<file path="src/rtl/q_mult.sv">
// Sequential signed fixed-point multiplier: shift-add over N cycles, then
// rescale by Q fractional bits, saturate to 32 bits and present with a vld pulse.
module q_mult #(
    parameter int N = 32,
    parameter int Q = 16
) (
    input  logic         clk,
    input  logic         rst_n,
    input  logic         input_vld,
    input  logic [N-1:0] multiplicand_din,
    input  logic [N-1:0] multiplier_din,
    output logic [31:0]  product_dout,
    output logic         product_dout_vld,
    output logic         product_end
);

    localparam int CW = $clog2(N) + 1;
    localparam int SW = 2 * N + 1;
    localparam int EW = (SW > 32) ? SW : 33;

    typedef enum logic [1:0] {
        IDLE   = 2'd0,
        BUSY   = 2'd1,
        FINISH = 2'd2
    } state_t;

    state_t             state_q, state_d;
    logic [2*N-1:0]     mcand_q, mcand_d;
    logic [N-1:0]       mplier_q, mplier_d;
    logic [2*N-1:0]     acc_q, acc_d;
    logic [CW-1:0]      cnt_q, cnt_d;
    logic               sign_q, sign_d;
    logic [31:0]        dout_q, dout_d;
    logic               vld_q, vld_d;
    logic               end_q, end_d;

    logic signed [SW-1:0] mag_s;
    logic signed [SW-1:0] signed_s;
    logic signed [SW-1:0] scaled_s;
    logic signed [EW-1:0] ext_s;

    // The most negative operand maps to 2^(N-1), which still fits N unsigned bits.
    function automatic logic [N-1:0] abs_val(input logic [N-1:0] v);
        logic [N-1:0] r;
        if (v[N-1]) begin
            r = ~v + {{(N-1){1'b0}}, 1'b1};
        end else begin
            r = v;
        end
        return r;
    endfunction

    function automatic logic [31:0] sat32(input logic signed [EW-1:0] v);
        logic [31:0] r;
        if ((&v[EW-1:31]) || !(|v[EW-1:31])) begin
            r = v[31:0];
        end else if (v[EW-1]) begin
            r = 32'h8000_0000;
        end else begin
            r = 32'h7FFF_FFFF;
        end
        return r;
    endfunction

    // Sign application, floor rescale and sign extension ahead of saturation.
    always_comb begin
        mag_s    = $signed({1'b0, acc_q});
        signed_s = mag_s;
        if (sign_q) begin
            signed_s = -mag_s;
        end else begin
            signed_s = mag_s;
        end
        scaled_s = signed_s >>> Q;
        ext_s    = EW'(scaled_s);
    end

    // Next-state and datapath control.
    always_comb begin
        state_d  = state_q;
        mcand_d  = mcand_q;
        mplier_d = mplier_q;
        acc_d    = acc_q;
        cnt_d    = cnt_q;
        sign_d   = sign_q;
        dout_d   = dout_q;
        vld_d    = 1'b0;
        end_d    = 1'b0;
        case (state_q)
            IDLE: begin
                if (input_vld) begin
                    mcand_d  = {{N{1'b0}}, abs_val(multiplicand_din)};
                    mplier_d = abs_val(multiplier_din);
                    sign_d   = multiplicand_din[N-1] ^ multiplier_din[N-1];
                    acc_d    = {(2*N){1'b0}};
                    cnt_d    = {CW{1'b0}};
                    state_d  = BUSY;
                end else begin
                    state_d  = IDLE;
                end
            end
            BUSY: begin
                if (mplier_q[0]) begin
                    acc_d = acc_q + mcand_q;
                end else begin
                    acc_d = acc_q;
                end
                mcand_d  = {mcand_q[2*N-2:0], 1'b0};
                mplier_d = {1'b0, mplier_q[N-1:1]};
                cnt_d    = cnt_q + CW'(1);
                if (cnt_q == CW'(N - 1)) begin
                    state_d = FINISH;
                    end_d   = 1'b1;
                end else begin
                    state_d = BUSY;
                end
            end
            FINISH: begin
                dout_d  = sat32(ext_s);
                vld_d   = 1'b1;
                state_d = IDLE;
            end
            default: begin
                state_d = IDLE;
            end
        endcase
    end

    // State and output registers with synchronous active-low reset.
    always_ff @(posedge clk) begin
        if (!rst_n) begin
            state_q  <= IDLE;
            mcand_q  <= {(2*N){1'b0}};
            mplier_q <= {N{1'b0}};
            acc_q    <= {(2*N){1'b0}};
            cnt_q    <= {CW{1'b0}};
            sign_q   <= 1'b0;
            dout_q   <= 32'h0000_0000;
            vld_q    <= 1'b0;
            end_q    <= 1'b0;
        end else begin
            state_q  <= state_d;
            mcand_q  <= mcand_d;
            mplier_q <= mplier_d;
            acc_q    <= acc_d;
            cnt_q    <= cnt_d;
            sign_q   <= sign_d;
            dout_q   <= dout_d;
            vld_q    <= vld_d;
            end_q    <= end_d;
        end
    end

    assign product_dout     = dout_q;
    assign product_dout_vld = vld_q;
    assign product_end      = end_q;

endmodule

</file>
<file path="config.mk">
export PLATFORM = sky130hd
export DESIGN_NAME = q_mult
export DESIGN_NICKNAME = d
export VERILOG_FILES = /design/src/rtl/q_mult.sv
export SDC_FILE = /design/constraint.sdc
export NUM_CORES = 1
export LEC_CHECK = 0
export BUFFER_PORTS_ARGS = -buffer_cell sky130_fd_sc_hd__buf_2
export CAP_MARGIN = 20
export CELL_PAD_IN_SITES_DETAIL_PLACEMENT = 1
export CELL_PAD_IN_SITES_GLOBAL_PLACEMENT = 2
export CORE_MARGIN = 2
export CORE_UTILIZATION = 33
export CTS_CLUSTER_SIZE = 12
export DETAILED_ROUTE_END_ITERATION = 8
export PLACE_DENSITY_LB_ADDON = 0.1
export RECOVER_POWER = 50
export SYNTH_ARGS = -nofsm -noshare
export SYNTH_HDL_FRONTEND = slang
export SYNTH_SLANG_ARGS = --single-unit
</file>
<file path="constraint.sdc">
create_clock -name clk -period 3.93 [get_ports clk]
set_clock_uncertainty 0.2 [all_clocks]
set_input_delay 0 -clock clk [delete_from_list [all_inputs] [get_ports clk]]
set_output_delay 0 -clock clk [all_outputs]
set_load 0.02 [all_outputs]
</file>
After elaboration in Yosys (flattened, before gate mapping)
Cells that the tools add are included.
- bits in registers: 203
- input bits: 67
- output and inout port bits: 34
- logic and storage cells: 51
- add/sub/neg operators: 5
- equal/unequal tests: 5
- muxes and demuxes: 19
- bitwise operators: 3
- reductions and logical operators: 10
- operators by type and width (operator ; count):
    64-bit one-hot mux with 2 select lines ; 2
    64-bit two-way mux ; 3
    32-bit two-way mux ; 5
    65-bit two-way mux ; 1
    64-bit negation with 65-bit output ; 1
    32-bit by 1-bit adder with 32-bit output, second input constant ; 2
    64-bit adder ; 1
    32-bit inverter ; 2
    32-bit one-hot mux with 2 select lines ; 1
    18-bit AND reduction ; 1
    18-bit OR reduction ; 1
    6-bit one-hot mux with 2 select lines ; 1
    6-bit by 1-bit adder with 6-bit output, second input constant ; 1
    6-bit by 5-bit equality test with 1-bit output, second input constant ; 1
    6-bit two-way mux ; 1
    2-bit AND reduction ; 3
    2-bit inequality test, second input constant ; 2
    2-bit one-hot mux with 2 select lines ; 1
    1-bit two-way mux ; 3
    3-bit AND reduction ; 1
    2-bit by 1-bit equality test with 1-bit output, second input constant ; 1
    2-bit equality test, second input constant ; 1
    2-bit zero test ; 1
    2-bit two-way mux ; 1
    other kinds (4) ; 4

Depth between registers and ports, before layout
Gate-level depths: netlist (run 1).
- word-level depth: 6
- gate-level depth with buffers: 14
- mapped depth without buffers: 14

Worst setup path before layout (run 1)
OpenSTA, ideal clock, no wires.
- kind: flip-flop to flip-flop
- start: register acc_q[16]
- end: register dout_q[10] (netlist: product_dout[10])
- library setup time: 0.073 ns
- data arrival time: 3.643 ns
- data required time: 3.657 ns
- setup slack: 0.014 ns
- cell stages (with the launch flop): 13
- path buffers: 1
- period minus slack after synthesis: 3.916 ns
- cell sequence: dfxtp_1 -> or4_1 -> or4_4 -> nor4_4 -> nand3b_2 -> or2_1 -> o31a_1 -> xor2_1 -> o2111ai_1 -> or4_1 -> a21o_1 -> buf_6 -> o211ai_2
- cells in the longest elaborated chain, start to end: 6
- elaborated cells between the ends (all ways): 8
- those cells by class: add/sub (1); mux (3); reduce/logical (4)
- ends and longest elaborated chain (element ; line ; text):
    start, declared ; 30 ; logic [2*N-1:0] acc_q, acc_d;
    start signal, assigned ; 135 ; acc_q <= {(2*N){1'b0}};
    64-bit negation with 65-bit output (*) ; 70 ; signed_s = -mag_s;
    65-bit two-way mux (*) ; 69 ; if (sign_q) begin
    18-bit OR reduction ; 55 ; if ((&v[EW-1:31]) || !(|v[EW-1:31])) begin
    1-bit zero test ; 55 ;
    1-bit logical OR ; 55 ;
    32-bit two-way mux (*) ; 55 ;
    end signal, assigned ; 148 ; dout_q <= dout_d;
    end, declared ; 33 ; logic [31:0] dout_q, dout_d;
Every way passes the cells marked *; elsewhere a longest branch is shown, timed or not.
A chain may end at the register's enable or synchronous reset.

Worst setup path in the final report (run 1)
- start: register acc_q[16]
- end: register dout_q[0] (netlist: product_dout[0])
- cells in the longest elaborated chain, start to end: 6
- elaborated cells between the ends (all ways): 8
- those cells by class: add/sub (1); mux (3); reduce/logical (4)
- ends and longest elaborated chain (element ; line):
    64-bit negation with 65-bit output ; 70
    65-bit two-way mux (*) ; 69
    18-bit OR reduction ; 55
    1-bit zero test ; 55
    1-bit logical OR ; 55
    32-bit two-way mux (*) ; 55
Marked as above.

==> impl_metrics.tcl, run 1 <==
set metrics [dict create \
    die_width_um 209 \
    dp_hpwl_mm 33.3 \
    detail_route.wl_per_cell_um 18.2 \
    clk_latency_ns 0.56 \
    cts_tree "done" \
    slew_headroom_pct -16.6 \
    status "complete, but fails checks" \
    synth_flop_cell "dfxtp_1" \
    cp_max_fo 16 \
    cp.arrival_ns 4.26 \
    io_buffers 100 \
    utilization_pct 42.4 \
    fmax_mhz 250 \
    syn_to_final_growth_pct 27.4 \
    grt_overflow 0 \
    nNetsFinal 2117 \
    tightestPinTransition_ns 1.74 \
    clkSinkCount 203 \
    stdcell_count 2538 \
    top_layer "met5" \
    synth_enable_flop_cells 0 \
    firstDrtPassIters 4 \
    grt_first_pass_wirelength_mm 75.7 \
    antenna_found_initial 1 \
    drtAntennaViolNets 0 \
    start_util_pct 33.3 \
    ios 101 \
    grt_pass1_vias 14000 \
    hold_viol 0 \
    r2r_start "acc_q[16]" \
    pre_cts_slack_ns -0.196 \
    critPathKind "reg2reg" \
    fin_crit_sh_pct 102 \
    htree_num_levels 1 \
    synth_fp_nets 1867 \
    drt_iter0_drc 548 \
    cts_root_buf "clkbuf_16" \
    drc 0 \
    hold_depth 5 \
    reg2reg_slack_ns -0.06 \
    critPathRequiredTime_ns 4.20 \
    end_kind "flop" \
    powerDensity_nw_per_um2 313 \
    gr-usage-all-layers_pct 21.2 \
    rsz0062_at_grt "true" \
    synth_cells 1733 \
    numCtsBuffers 27 \
    avgSynthCellArea_sq_um 8.00 \
    wl_met1_mm 22.8 \
    synth_seq_cells 203 \
    async_flop_share_pct 0 \
    cts_buffer_depth 3 \
    num_rows 75 \
    hold_path.class "in2reg" \
    yosysSeqAreaShare_pct 29.3 \
    p_leak_uw 0.00729 \
    num_vias 13500 \
    synthDistinctLibCells 80 \
    dr_wl_met3_mm 1.25 \
    die_y_um 209 \
    grt_max_degree 70 \
    wl_met2_mm 21.4 \
    r2r-end "product_dout[0]" \
    worst_slack_ns -0.0640 \
    cts.reportedPaths.clkPinSlew_ns 0.06 \
    fin_crit_ns 3.99 \
    min_from "multiplicand_din[31]" \
    r2r_cells 12 \
    coreArea_sq_um 41700 \
    drive_gt1_share_pct 15.8 \
    ys_warn_count 0 \
    start_kind "flop" \
    synth_area_sq_um 13900 \
    vias_per_cell 5.32 \
    gp_congestion 0.864 \
    setup_viol 31 \
    totalWireLength_mm 46.2 \
    violations "max-capacitance violations, max-slew violations, negative setup slack" \
    min_to "mcand_q[1]" \
    ir_worst_vdd_v 0.000297 \
    slew_viol_final 23 \
    fp.dieArea_sq_um 43700 \
    drv_cap 1 \
    fillers 5006 \
    dpl.cell_count 2376 \
]
what timing repair did:
| item | 4_1_cts | 5_1_grt |
|---|---|---|
| hold buffers | 111 | 0 |
| endpoints found under the setup margin | 33 | 48 |
| pin swaps | 7 | 13 |
| buffers inserted | 2 | 4 |
| hold endpoints to repair | 129 | 0 |
| gates resized for setup | 11 | 31 |
| gates cloned | 1 | 0 |
cells in the mapped netlist (all sizes together) (3+ instances only):
cell / number / area share, %
a211oi: 65 / 3.5
a21boi: 6 / 0.32
a21o: 40 / 2.2
a21oi: 129 / 4.7
a221o: 3 / 0.22
a22oi: 67 / 3.6
a31o: 3 / 0.19
a31oi: 13 / 0.59
and2: 9 / 0.41
and3: 11 / 0.50
buf: 10 / 0.51
clkbuf: 102 / 2.8
dfxtp: 203 / 29
ha: 66 / 6.0
inv: 33 / 0.89
nand2: 160 / 4.3
nand2b: 13 / 0.59
nand3: 22 / 0.92
nand3b: 4 / 0.24
nand4: 21 / 0.95
nor2: 115 / 3.1
nor2b: 137 / 6.2
nor3: 24 / 0.90
nor3b: 8 / 0.43
nor4: 17 / 0.88
o211a: 7 / 0.51
o211ai: 46 / 3.6
o21a: 8 / 0.43
o21ai: 95 / 3.4
o21bai: 14 / 0.76
o31a: 5 / 0.32
o31ai: 28 / 1.5
o32ai: 3 / 0.19
o41ai: 11 / 0.69
or2: 15 / 0.68
or3: 13 / 0.59
or4: 15 / 0.84
xnor2: 57 / 3.6
xor2: 102 / 6.4
stage by stage:
step / hold WS, ns / cell area, sq um / power [uW] / TNS (ns)
3_3_place_gp: 0.142 / 15500 / 3130 / -2.95
4_1_cts: 0.00735 / 17500 / 5600 / -1.69
3_5_place_dp: 0.161 / 15500 / 3140 / -4.86
6_report: 0.0367 / 17700 / 5540 / -1.10
5_1_grt: 0.120 / 17700 / 5810 / -7.20
2_1_floorplan: -0.0293 / 13900 / 2800 / 0
kinds of logic (layout without fill, tap and decap cells):
family	Yosys count	count (layout)	synth area share, %
and+or+nand+nor	590	590	22.0
AOI/OAI and AO/OA	565	565	28.2
DFF	203	203	29.3
xor gates and xnor gates	159	159	10.0
buffers and inverters	146	411	4.20
adders and majority gates	67	67	6.10
muxes	3	3	0.226
other	0	1	0
how the worst max path moves through the flow:
stage / end / slack (ns) / start
detailed placement: product_dout[0] / -0.20 / acc_q[16]
global placement: product_dout[0] / -0.12 / acc_q[16]
finish: product_dout[0] / -0.06 / acc_q[16]
global route: product_dout[0] / -0.24 / acc_q[16]
CTS: product_dout[5] / -0.08 / acc_q[16]
floorplan: product_dout[10] / 0.01 / acc_q[16]
routing by layer:
| metal | track usage (%) | vias up |
|---|---|---|
| li1 | - | 6792 |
| met1 | 29.2 | 6514 |
| met2 | 35.6 | 154 |
| met3 | 2.25 | 52 |
| met4 | 4.66 | 2 |
| met5 | 0 | - |
state kept, by name (all words and copies together) (netlist names):
signal            flops
acc_q                64
cnt_q                 6
mcand_q              64
mplier_q             32
product_dout         32
product_dout_vld      1
product_end           1
sign_q                1
state_q               2
critical path, cell delays in order, from the launching register on:
cell       delay [ns]
dfxtp_2          0.31
or4_4            0.54
or4_4            0.46
nor4_4           0.16
buf_4            0.18
buf_6            0.13
nand4_1          0.15
a2111oi_0        0.51
nand3_1          0.13
or4_4            0.53
a21o_4           0.25
buf_12           0.16
o211ai_1         0.17
cell type report:
type,count,area (sq um),share of cell area (%)
antenna,1,2.50,0.0142
clock buffer,40,764,4.33
clock inverter,4,23.8,0.135
inverter,34,128,0.723
multi-input combinational,1384,9470,53.6
sequential,203,4070,23.0
tap,539,674,3.82
timing repair buffer,333,2540,14.4
cell usage in the layout, fill, tap and decap left out, drive strengths merged, types with 6 or more instances in the layout:
master       netlist  layout
a211oi            65      65
a31oi             13      13
nand4             21      21
xnor2             57      57
or4               15      15
o21a               8       8
nor2             115     115
a21o              40      40
o31ai             28      28
nor3              24      24
o211a              7       7
xor2             102     102
a21oi            129     129
and2               9       9
or2               15      15
ha                66      66
o211ai            46      46
dlygate4sd3        0     110
nand2b            13      13
nand2            160     160
and3              11      11
dfxtp            203     203
a22oi             67      67
nand3             22      22
o21ai             95      95
nor2b            137     137
or3               13      13
o21bai            14      14
clkbuf           102      79
nor4              17      17
inv               33      34
nor3b              8       8
o41ai             11      11
buf               10     184
a21boi             6       6
power breakdown:
group,switching (uW),total [uW],internal (uW)
sequential,54.7,2180,2130
combinational,571,1060,494
clock,964,2290,1330
No activity file was read; power rests on OpenSTA's default activity.
==> run 2, diff against run 1 <==
--- a/config.mk
+++ b/config.mk
@@ -15,6 +15,7 @@
 export DETAILED_ROUTE_END_ITERATION = 8
 export PLACE_DENSITY_LB_ADDON = 0.1
 export RECOVER_POWER = 50
+export REMOVE_ABC_BUFFERS = 1
 export SYNTH_ARGS = -nofsm -noshare
 export SYNTH_HDL_FRONTEND = slang
 export SYNTH_SLANG_ARGS = --single-unit
==> impl_metrics.tcl, run 2 (same netlist as run 1, synthesis figures left out) <==
set metrics [dict create \
    gr-usage-all-layers_pct 21.4 \
    critPathRequiredTime_ns 4.20 \
    vias_per_cell 5.31 \
    grt_pass1_vias 14100 \
    hold_path.class "in2reg" \
    numCtsBuffers 27 \
    cts_buffer_depth 3 \
    grt_first_pass_wirelength_mm 76.6 \
    drv_cap 1 \
    nNetsFinal 2122 \
    ir_worst_vdd_v 0.000314 \
    num_rows 75 \
    dpl.cell_count 2380 \
    cp_max_fo 16 \
    final_cell_mix "dfxtp_1 (201), nand2_1 (160), nor2b_1 (137)" \
    end_kind "flop" \
    status "complete, but fails checks" \
    slew_headroom_pct -24.5 \
    cts_tree "done" \
    reg.largest.list "acc_q x64, mcand_q x64" \
    clk_latency_ns 0.55 \
    start_kind "flop" \
    powerDensity_nw_per_um2 339 \
    power_uw 6090 \
    tightestPinTransition_ns 1.87 \
    cts.reportedPaths.clkPinSlew_ns 0.06 \
    fin_crit_ns 4.03 \
    detail_route.wl_per_cell_um 18.5 \
    die_y_um 209 \
    placed_area_sq_um 15600 \
    fp.dieArea_sq_um 43700 \
    final_common_cell "dfxtp_1" \
    design_area_sq_um 18000 \
    drt_iter0_drc 518 \
    ios 101 \
    drc 0 \
    totalWireLength_mm 47.1 \
    p_leak_uw 0.00742 \
    drtAntennaViolNets 0 \
    syn_to_final_growth_pct 29.8 \
    fmax_mhz 248 \
    clkSinkCount 203 \
    violations "max-capacitance violations, max-slew violations, negative setup slack" \
    gp_congestion 0.833 \
    num_vias 13500 \
    fillers 4956 \
    dp_hpwl_mm 33.2 \
    cp.arrival_ns 4.30 \
    critPathKind "reg2reg" \
    cts_root_buf "clkbuf_16" \
    rsz0062_at_grt "true" \
    hold_viol 0 \
    setup_viol 32 \
    grt_overflow 0 \
    grt_max_degree 107 \
    coreArea_sq_um 41700 \
    fin_crit_sh_pct 103 \
    antenna_found_initial 1 \
    start_util_pct 33.3 \
    stdcell_count 2548 \
    io_buffers 100 \
    die_width_um 209 \
    slew_viol_final 44 \
    worst_slack_ns -0.0993 \
    utilization_pct 43.2 \
    firstDrtPassIters 4 \
    htree_num_levels 1 \
    drive_gt1_share_pct 16.8 \
]
-- run 2: worst paths after layout --
| check | end | depth (start not counted) | slack [ns] | from |
|---|---|---|---|---|
| max | product_dout[12] | 13 | -0.1 | acc_q[16] |
| min | mcand_q[1] | 5 | 0.03 | multiplicand_din[31] |
| max reg2reg | product_dout[12] | 13 | -0.1 | acc_q[16] |
| min reg2reg | mplier_q[1] | 2 | 0.27 | mplier_q[1] |
-- run 2: per-layer routing --
layer  vias up  routed length, um  track usage [%]
met5         -                  0                0
met3        54               1170             2.13
met4         0                790             4.90
li1       6795                  -                -
met1      6545              23200             29.5
met2       142              21900             36.0
-- run 2: worst max-delay path, cell delays in order (launching register included) --
cell       delay (ns)
dfxtp_2          0.32
or4_4            0.53
or4_4            0.47
nor4_4           0.19
buf_4            0.21
nand3b_4         0.08
or2_4            0.24
o31a_1           0.27
xor2_2           0.16
o2111ai_1        0.13
or4_4            0.53
a21o_4           0.27
buf_12           0.17
o211ai_2         0.16
-- run 2: what timing repair did --
action	CTS	global route
gates resized for setup	21	36
hold endpoints to repair	129	0
setup endpoints to repair	34	44
hold buffers	105	0
pin swaps	22	23
setup buffers	6	6
cloned	2	0
-- run 2: final cells by class --
cell class	instances	area, sq um	area share, %
Antenna cell	1	2.50	0.0139
Clock buffer	34	762	4.24
Clock inverter	15	236	1.31
Inverter	34	128	0.709
Multi-Input combinational cell	1384	9520	52.9
Sequential cell	203	4070	22.6
Tap cell	539	674	3.75
Timing Repair Buffer	338	2600	14.4
-- run 2: power by group --
group	internal (uW)	switching [uW]
Combinational	525	588
Clock	1760	1030
Sequential	2130	64.0
Total	4410	1680
-- run 2: per-stage QoR --
stage,setup WS (ns),hold slack (ns),setup TNS (ns)
2_1_floorplan,-0.416,-0.0839,-12.15
3_3_place_gp,-0.217,0.133,-6.12
6_report,-0.0993,0.0335,-1.99
4_1_cts,-0.127,0.00476,-2.50
3_5_place_dp,-0.240,0.155,-6.75
5_1_grt,-0.224,0.0887,-4.95
==> run 3, diff against run 2 <==
--- a/config.mk
+++ b/config.mk
@@ -11,6 +11,7 @@
 export CELL_PAD_IN_SITES_GLOBAL_PLACEMENT = 2
 export CORE_MARGIN = 2
 export CORE_UTILIZATION = 33
+export CTS_BUF_LIST = sky130_fd_sc_hd__clkbuf_16
 export CTS_CLUSTER_SIZE = 12
 export DETAILED_ROUTE_END_ITERATION = 8
 export PLACE_DENSITY_LB_ADDON = 0.1
==> impl_metrics.tcl, run 3 (same netlist as run 1, synthesis figures left out) <==
set metrics [dict create \
    clkPwrFrac_pct 44.6 \
    htree_num_levels 1 \
    ir_worst_vdd_v 0.000309 \
    grt_max_degree 107 \
    start_util_pct 33.3 \
    drtAntennaViolNets 0 \
    hold_path.class "in2reg" \
    pwr-share-comb_pct 18.6 \
    min_from "multiplicand_din[31]" \
    antenna_found_initial 0 \
    clk_latency_ns 0.55 \
    cp.arrival_ns 4.28 \
    io_buffers 100 \
    firstDrtPassIters 4 \
    drv_cap 1 \
    reg.largest.list "acc_q x64, mcand_q x64" \
    end_kind "flop" \
    syn_to_final_growth_pct 29.6 \
    critPathKind "reg2reg" \
    die_width_um 209 \
    drt_iter0_drc 493 \
    r2r_cells 13 \
    grt_overflow 0 \
    switchingPower_uw 1670 \
    cts.reportedPaths.clkPinSlew_ns 0.06 \
    violations "max-capacitance violations, max-slew violations, negative setup slack" \
    p_int_uw 4280 \
    start_kind "flop" \
    slew_headroom_pct -24.1 \
    r2r-end "product_dout[10]" \
    p_leak_uw 0.00737 \
    slew_viol_final 44 \
    dpl.cell_count 2380 \
    drive_gt1_share_pct 17.0 \
    status "complete, but fails checks" \
    critPathRequiredTime_ns 4.20 \
    p_seq_share_pct 36.8 \
    num_vias 13500 \
    cts_tree "done" \
    gr-usage-all-layers_pct 21.4 \
    reg2reg_slack_ns -0.08 \
    clkSinkCount 203 \
    rsz0062_at_grt "true" \
    fin_crit_sh_pct 102 \
    grt_first_pass_wirelength_mm 76.6 \
    gp_congestion 0.833 \
    min_to "mcand_q[1]" \
    numCtsBuffers 27 \
    cts_root_buf "clkbuf_16" \
    die_y_um 209 \
    drc 0 \
    r2r_start "acc_q[16]" \
    vias_per_cell 5.31 \
    fin_crit_ns 4.01 \
    cts_buffer_depth 3 \
    ios 101 \
    swShare_pct 28.1 \
    fp.dieArea_sq_um 43700 \
    pre_cts_slack_ns -0.240 \
    hold_viol 0 \
    cp_max_fo 16 \
    totalWireLength_mm 47.2 \
    hold_depth 5 \
    num_rows 75 \
    final_common_cell "dfxtp_1" \
    tightestPinTransition_ns 1.86 \
    final_cell_mix "dfxtp_1 (196), nand2_1 (160), nor2b_1 (137)" \
    grt_pass1_vias 14100 \
    nNetsFinal 2119 \
    dp_hpwl_mm 33.2 \
    setup_viol 31 \
    coreArea_sq_um 41700 \
    utilization_pct 43.1 \
    powerDensity_nw_per_um2 331 \
    power_uw 5960 \
    detail_route.wl_per_cell_um 18.5 \
    fmax_mhz 249 \
    worst_slack_ns -0.0785 \
    stdcell_count 2545 \
]
run 3: routing by layer:
metal	vias up	wire [um]	GRT usage (%)
li1	6789	-	-
met2	144	21900	35.7
met5	-	0	0
met3	59	1410	2.33
met1	6530	23000	29.4
met4	0	900	5.27
run 3: stage by stage:
stage               cell area (sq um)  hold WS, ns  setup TNS (ns)
finish                          18000       0.0310           -1.94
global placement                15600        0.133           -6.12
floorplan                       13400      -0.0839          -12.15
global route                    18000       0.0873           -4.96
CTS                             17700      0.00548           -2.06
detailed placement              15600        0.155           -6.75
run 3: power groups by stage:
stage	sequential, uW	clock, uW	combinational [uW]
3_3_place_gp	2230	0	911
4_1_cts	2190	2750	1070
6_report	2190	2660	1110
3_5_place_dp	2230	0	928
2_1_floorplan	2210	0	552
5_1_grt	2200	2830	1230
run 3: critical path, cell delays in order (launching register included):
cell,delay (ns)
dfxtp_2,0.32
or4_4,0.54
or4_4,0.47
nor4_4,0.19
buf_4,0.21
nand3b_4,0.08
or2_1,0.24
o31a_1,0.27
xor2_2,0.16
o2111ai_1,0.13
or4_4,0.53
a21o_4,0.25
buf_12,0.16
o211ai_2,0.16
run 3: worst max-delay path by stage:
stage	start	endpoint
2_1_floorplan	acc_q[16]	product_dout[0]
6_report	acc_q[16]	product_dout[10]
3_3_place_gp	acc_q[16]	product_dout[0]
4_1_cts	acc_q[16]	product_dout[0]
5_1_grt	acc_q[16]	product_dout[0]
3_5_place_dp	acc_q[16]	product_dout[0]
run 3: layout make-up:
class                           instances  area [sq um]
Tap cell                              539           674
Fill cell                            4948         23700
Clock buffer                           27           676
Inverter                               34           128
Timing Repair Buffer                  335          2590
Antenna cell                            1          2.50
Clock inverter                         22           263
Multi-Input combinational cell       1384          9570
Sequential cell                       203          4070
run 3: timing repair:
item / 4_1_cts / 5_1_grt
pin swaps: 9 / 25
hold buffers: 106 / 0
setup buffers: 3 / 7
setup endpoints to repair: 34 / 44
endpoints found under the hold margin: 129 / 0
cloned: 1 / 0
gates resized for setup: 17 / 56
